===== config.mk =====
export PLATFORM = sky130hd
export DESIGN_NAME = alu_seq
export DESIGN_NICKNAME = d
export VERILOG_FILES = /design/src/rtl/alu_seq.sv
export SDC_FILE = /design/constraint.sdc
export NUM_CORES = 1
export LEC_CHECK = 0
export CAP_MARGIN = 20
export CORE_MARGIN = 2
export CORE_UTILIZATION = 30
export CTS_CLUSTER_SIZE = 28
export DETAILED_ROUTE_END_ITERATION = 7
export HOLD_SLACK_MARGIN = 0.1
export PLACE_DENSITY = 0.57
export SLEW_MARGIN = 10
export SYNTH_ARGS = -nofsm -noshare
export SYNTH_HDL_FRONTEND = slang
export SYNTH_SLANG_ARGS = --single-unit

===== constraint.sdc =====
create_clock -name clk -period 2.6 [get_ports clk]
set_clock_uncertainty 0.1 [all_clocks]
set_input_delay 0.52 -clock clk [delete_from_list [all_inputs] [get_ports clk]]
set_output_delay 0.52 -clock clk [all_outputs]
set_load 0.02 [all_outputs]

===== src/rtl/alu_seq.sv =====
// alu_seq: registered multi-cycle ALU with start/done handshake.
// Optional restoring divider on op 111 when ALU_SEQ_DIV_EN is defined.
module alu_seq #(
  parameter int WIDTH = 8
) (
  input  logic             clk,
  input  logic             reset,
  input  logic             start,
  input  logic [2:0]       aluOp,
  input  logic [WIDTH-1:0] A,
  input  logic [WIDTH-1:0] B,
  output logic             busy,
  output logic             done,
  output logic [WIDTH-1:0] R,
  output logic [WIDTH-1:0] RH,
  output logic [5:0]       CC
);

  localparam int CW = $clog2(WIDTH + 1);

  localparam logic [1:0] S_IDLE = 2'd0;
  localparam logic [1:0] S_ITER = 2'd1;
  localparam logic [1:0] S_DONE = 2'd2;

  localparam logic [2:0] OP_ADD = 3'b000;
  localparam logic [2:0] OP_SUB = 3'b001;
  localparam logic [2:0] OP_MUL = 3'b010;
  localparam logic [2:0] OP_AND = 3'b011;
  localparam logic [2:0] OP_OR  = 3'b100;
  localparam logic [2:0] OP_XOR = 3'b101;
  localparam logic [2:0] OP_SHL = 3'b110;
  localparam logic [2:0] OP_X7  = 3'b111;

  logic [1:0]       state;
  logic [CW-1:0]    cnt;
  logic [2:0]       op_q;
  logic [WIDTH-1:0] a_q;
  logic [WIDTH-1:0] b_q;
  logic [WIDTH-1:0] hi;
  logic [WIDTH-1:0] lo;

  logic [WIDTH:0]   sum;
  logic [WIDTH-1:0] diff;
  logic [WIDTH-1:0] s_r;
  logic [5:0]       s_cc;
  logic [WIDTH-1:0] hi_nx;
  logic [WIDTH-1:0] lo_nx;
  logic [5:0]       it_cc;
  logic             is_mul;
  logic             iter_op;
  logic             accept;

  assign busy   = (state == S_ITER);
  assign done   = (state == S_DONE);
  assign accept = start && (state != S_ITER);
  assign sum    = {1'b0, A} + {1'b0, B};
  assign diff   = A - B;
  assign is_mul = (op_q == OP_MUL);

`ifdef ALU_SEQ_DIV_EN
  assign iter_op = (aluOp == OP_MUL) || (aluOp == OP_X7);
`else
  assign iter_op = (aluOp == OP_MUL);
`endif

  // Single-cycle result and flags from the operands being accepted
  always_comb begin
    s_r  = '0;
    s_cc = '0;
    unique case (aluOp)
      OP_ADD: begin
        s_r     = sum[WIDTH-1:0];
        s_cc[3] = sum[WIDTH];
        s_cc[5] = (A[WIDTH-1] == B[WIDTH-1]) &&
                  (sum[WIDTH-1] != A[WIDTH-1]);
      end
      OP_SUB: begin
        s_r     = diff;
        s_cc[4] = (A[WIDTH-1] != B[WIDTH-1]) &&
                  (diff[WIDTH-1] != A[WIDTH-1]);
      end
      OP_AND: s_r = A & B;
      OP_OR:  s_r = A | B;
      OP_XOR: s_r = A ^ B;
      OP_SHL: begin
        s_r     = {A[WIDTH-2:0], 1'b0};
        s_cc[3] = A[WIDTH-1];
      end
      default: ;
    endcase
    if (aluOp != OP_X7) begin
      s_cc[2] = (A < B);
      s_cc[1] = (s_r == '0);
      s_cc[0] = s_r[WIDTH-1];
    end
  end

  // One shift-add or restoring-subtract step on {hi,lo}
  always_comb begin
    logic [WIDTH:0] ms;
    ms    = {1'b0, hi} + (lo[0] ? {1'b0, b_q} : '0);
    hi_nx = ms[WIDTH:1];
    lo_nx = {ms[0], lo[WIDTH-1:1]};
`ifdef ALU_SEQ_DIV_EN
    if (!is_mul) begin
      logic [WIDTH:0] rs;
      logic           ge;
      rs    = {hi, lo[WIDTH-1]};
      ge    = (rs >= {1'b0, b_q});
      hi_nx = ge ? (rs[WIDTH-1:0] - b_q) : rs[WIDTH-1:0];
      lo_nx = {lo[WIDTH-2:0], ge};
    end
`endif
  end

  // Flags for the final iterative step, from latched operands
  always_comb begin
    it_cc    = '0;
    it_cc[3] = is_mul ? (hi_nx != '0) : (b_q == '0);
    it_cc[2] = (a_q < b_q);
    it_cc[1] = is_mul ? ({hi_nx, lo_nx} == '0) : (lo_nx == '0);
    it_cc[0] = lo_nx[WIDTH-1];
  end

  // Control FSM, operand latches and result registers
  always_ff @(posedge clk) begin
    if (reset) begin
      state <= S_IDLE;
      cnt   <= '0;
      op_q  <= '0;
      a_q   <= '0;
      b_q   <= '0;
      hi    <= '0;
      lo    <= '0;
      R     <= '0;
      RH    <= '0;
      CC    <= '0;
    end else begin
      unique case (state)
        S_IDLE, S_DONE: begin
          if (accept) begin
            a_q  <= A;
            b_q  <= B;
            op_q <= aluOp;
            if (iter_op) begin
              state <= S_ITER;
              cnt   <= CW'(WIDTH);
              hi    <= '0;
              lo    <= A;
            end else begin
              state <= S_DONE;
              R     <= s_r;
              RH    <= '0;
              CC    <= s_cc;
            end
          end else begin
            state <= S_IDLE;
          end
        end
        S_ITER: begin
          hi  <= hi_nx;
          lo  <= lo_nx;
          cnt <= cnt - CW'(1);
          if (cnt == CW'(1)) begin
            state <= S_DONE;
            R     <= lo_nx;
            RH    <= hi_nx;
            CC    <= it_cc;
          end
        end
        default: state <= S_IDLE;
      endcase
    end
  end

endmodule


==> results by group <==
Timing
  • Worst slew margin: between 60% and 70%
  • RSZ-0062 raised after global routing: true
  • Hold Fails Final Rpt: 0
  • FMAX: between 300 and 400 MHz
  • Max-slew violations: 0
  • Crit path time final: 2780 ps
  • Final setup viols: 2
  • Worst-Margin Slew: ~570 ps
  • Tcrit/Tclk final: 107%
  • Final worst setup slack: -179 ps

Floorplanning
  • DIE AREA: approximately 0.015 mm²
  • Die height: 124 µm
  • Die extent in x: around 120 µm
  • Top Ports: between 40 and 50
  • CORE AREA: 0.0139 mm²
  • FP Rows: 43
  • Starting Density: 30.8%

Critical path
  • Crit path capture type: flop
  • CP bufs+invs: 2
  • Worst setup SP type: flop
  • Worst r2r path cells: 12
  • CP max stage cell: a2111o_1
  • R2R Setup Slk: -180 ps
  • Worst R2R Start: lo[0]
  • Worst Path Arrival: roughly 3000 ps
  • Max incr delay on CP: roughly 420 ps
  • Critical Path Stages: 12
  • Setup crit start: lo[0]
  • CP Max Fanout: 3
  • R2R Path End: CC[1]
  • CP top delay family: compound AO/OA/AOI/OAI gates
  • Data required time of the worst path: about 2800 ps
  • Most used cell, CP: a31o_1
  • Setup crit end: CC[1]
  • Critical-path cell list: and2_4 > ha_4 > inv_2 > fa_2 > nor2b_4 > o21ai_2 > a211o_1 > a2111o_1 > o31ai_4 > buf_4 > a31o_1 > a31o_1
  • Critical path class: flop to flop

Synth
  • Top FF cell, synth: dfxtp_1
  • Fraction of registers with async set/reset: 0%
  • Yosys warning count: 0
  • Number of synthesized flops with an enable pin: 0
  • Count of state elements after synthesis: 63
  • Yosys top cell area share: 29.4%
  • Yosys top cell by area: dfxtp_1
  • Post-Syn Area: about 0.0043 mm²
  • Top cells by area, synth: dfxtp_1 (29%), ha_1 (12%), nand2_1 (7.9%), a21oi_1 (6.8%), nor2_1 (4.4%)
  • Cell count after synthesis: ~570
  • Syn Nets: 631
  • Yosys cell types: 66
  • Syn Area/Cell: between 7 and 8 µm²
  • Register area share after synthesis: a little under 30%

Global route
  • Largest net degree at the start of global routing: 40
  • Initial antenna violation count: 0
  • First-pass GRT wire length: roughly 22000 µm
  • Grt ovf: 0
  • Aggregate global-route resource usage: a little under a fifth
  • Vias in the first global route: approximately 4400

Final layout
  • Seq. cell area: between 0.001 and 0.0015 mm²
  • Commonest cells after routing, fill and taps aside: buf_4 (106), nand2_1 (89), dfxtp_1 (61), a21oi_1 (53), nor2_1 (49)
  • Layout cell share with drive strength beyond 1: 27.3%
  • Nets: approximately 770
  • Area Growth Syn to Fin: 48.0%
  • Footprint of the multi-input gates: 0.00309 mm²
  • Design area: between 0.006 and 0.007 mm²
  • Ant. Diodes: 0
  • Most common cell after layout, fill and taps aside: buf_4
  • Filler instances: between 1000 and 1500
  • Final design utilization: a little under half

Clocking
  • CTS tree: yes
  • Max Root-Sink Buffers: 2
  • Hold_buf cts: 0
  • CTS clk-pin slew, worst paths: approximately 60 ps
  • Root buffer cell: clkbuf_16
  • H-tree levels: 3
  • Clock latency on the worst-skew pair: around 340 ps
  • CTS Sinks: 63
  • CTS Buf Count: 9

Placement
  • PortBufs: 45
  • Placed cell area: between 0.005 and 0.006 mm²
  • Hpwl dp: approximately 11000 µm
  • Routability Congestion: between 0.9 and 1

Routing
  • Drt first pass iters: 5
  • Vias: ~4600
  • Vias per inst: ~5
  • Final wirelength: roughly 14000 µm
  • Detailed Route Iter0 Violations: approximately 370
  • ANT nets after route: 0
  • DRC: 0
  • Wire per inst: approximately 16 µm

Power
  • PD cells: 468 mW/mm²
  • Final Total Pwr: approximately 3000 µW
  • Pleak: 0.00268 µW
  • VDD IR max: about 310 µV

Min path
  • Hold path start: CC[0]
  • Tightest Hold Check Type: flop to flop

Outcome
  • Failing checks: setup timing
  • Status: finished, violations left

Run
  • Max Cap Viol: 0
-- synth_stat cells, drive strengths merged, types with 5 or more instances --
cell	number
dfxtp	63
o21ai	18
nor3	9
inv	41
xnor2	7
ha	41
nor2	50
nand2b	8
nand2	90
a211oi	6
a311oi	11
a211o	5
clkbuf	25
a21oi	58
and2	9
nor2b	8
nand3	17
a22oi	10
buf	7
-- final cells by class --
type	instances	area share (%)
Clock inverter	7	1.14
Inverter	41	2.46
Tap cell	180	3.54
Multi-Input combinational cell	429	48.6
Clock buffer	9	3.54
Sequential cell	63	19.9
Timing Repair Buffer	158	20.8
-- registers in the layout, indices dropped and copies added (netlist names) --
signal / count
b_q: 8
hi: 8
state: 2
RH: 8
R: 8
a_q: 8
op_q: 3
CC: 6
lo: 8
cnt: 4
-- what timing repair did --
item | 4_1_cts | 5_1_grt
setup buffers | 1 | 1
setup endpoints to repair | 13 | 11
pin swaps | 21 | 19
resized for setup | 65 | 20
cloned | 0 | 0
-- worst min-delay path by stage --
stage | endpoint | cells after the start
3_5_place_dp | CC[0] | 2
4_1_cts | R[7] | 2
3_3_place_gp | R[7] | 2
5_1_grt | CC[0] | 2
6_report | CC[0] | 2
2_1_floorplan | a_q[0] | 2
-- worst min-delay path: stages (launching register included) --
cell and delay, ps:
dfxtp_1 310, nand2_1 50, nand2_1 40
-- through the flow --
| step | hold WS [ps] | setup TNS (ps) | cells | setup WS [ps] |
|---|---|---|---|---|
| finish | 346 | -318 | 887 | -179 |
| global route | 368 | -564 | 887 | -255 |
| global placement | 330 | -8090 | 869 | -769 |
| floorplan | 331 | 0 | 565 | 3.94 |
| detailed placement | 340 | -8410 | 869 | -807 |
| CTS | 349 | -317 | 886 | -178 |
-- where the power goes --
| group | internal (µW) | switching [µW] |
|---|---|---|
| sequential | 1010 | 27.0 |
| combinational | 356 | 384 |
| clock | 742 | 457 |
-- cell families after synthesis --
logic type                 share of synthesized area [%]
AOI/OAI and AO/OA                                   24.0
xor gates and xnor gates                            2.04
adders and majority gates                           13.3
buffers and inverters                               6.53
DFF                                                 29.4
muxes                                               1.22
and+or+nand+nor                                     23.5
-- layer usage --
layer  GRT usage (%)  vias to the layer above  share of wire, %
li1                -                     2250                 -
met1            25.1                     2155                46
met2            31.3                      134                47
met3            3.53                       25               4.9
met4            6.82                        0               2.3
met5               0                        -                 0
Note: power is estimated with default switching activity, not from simulation.
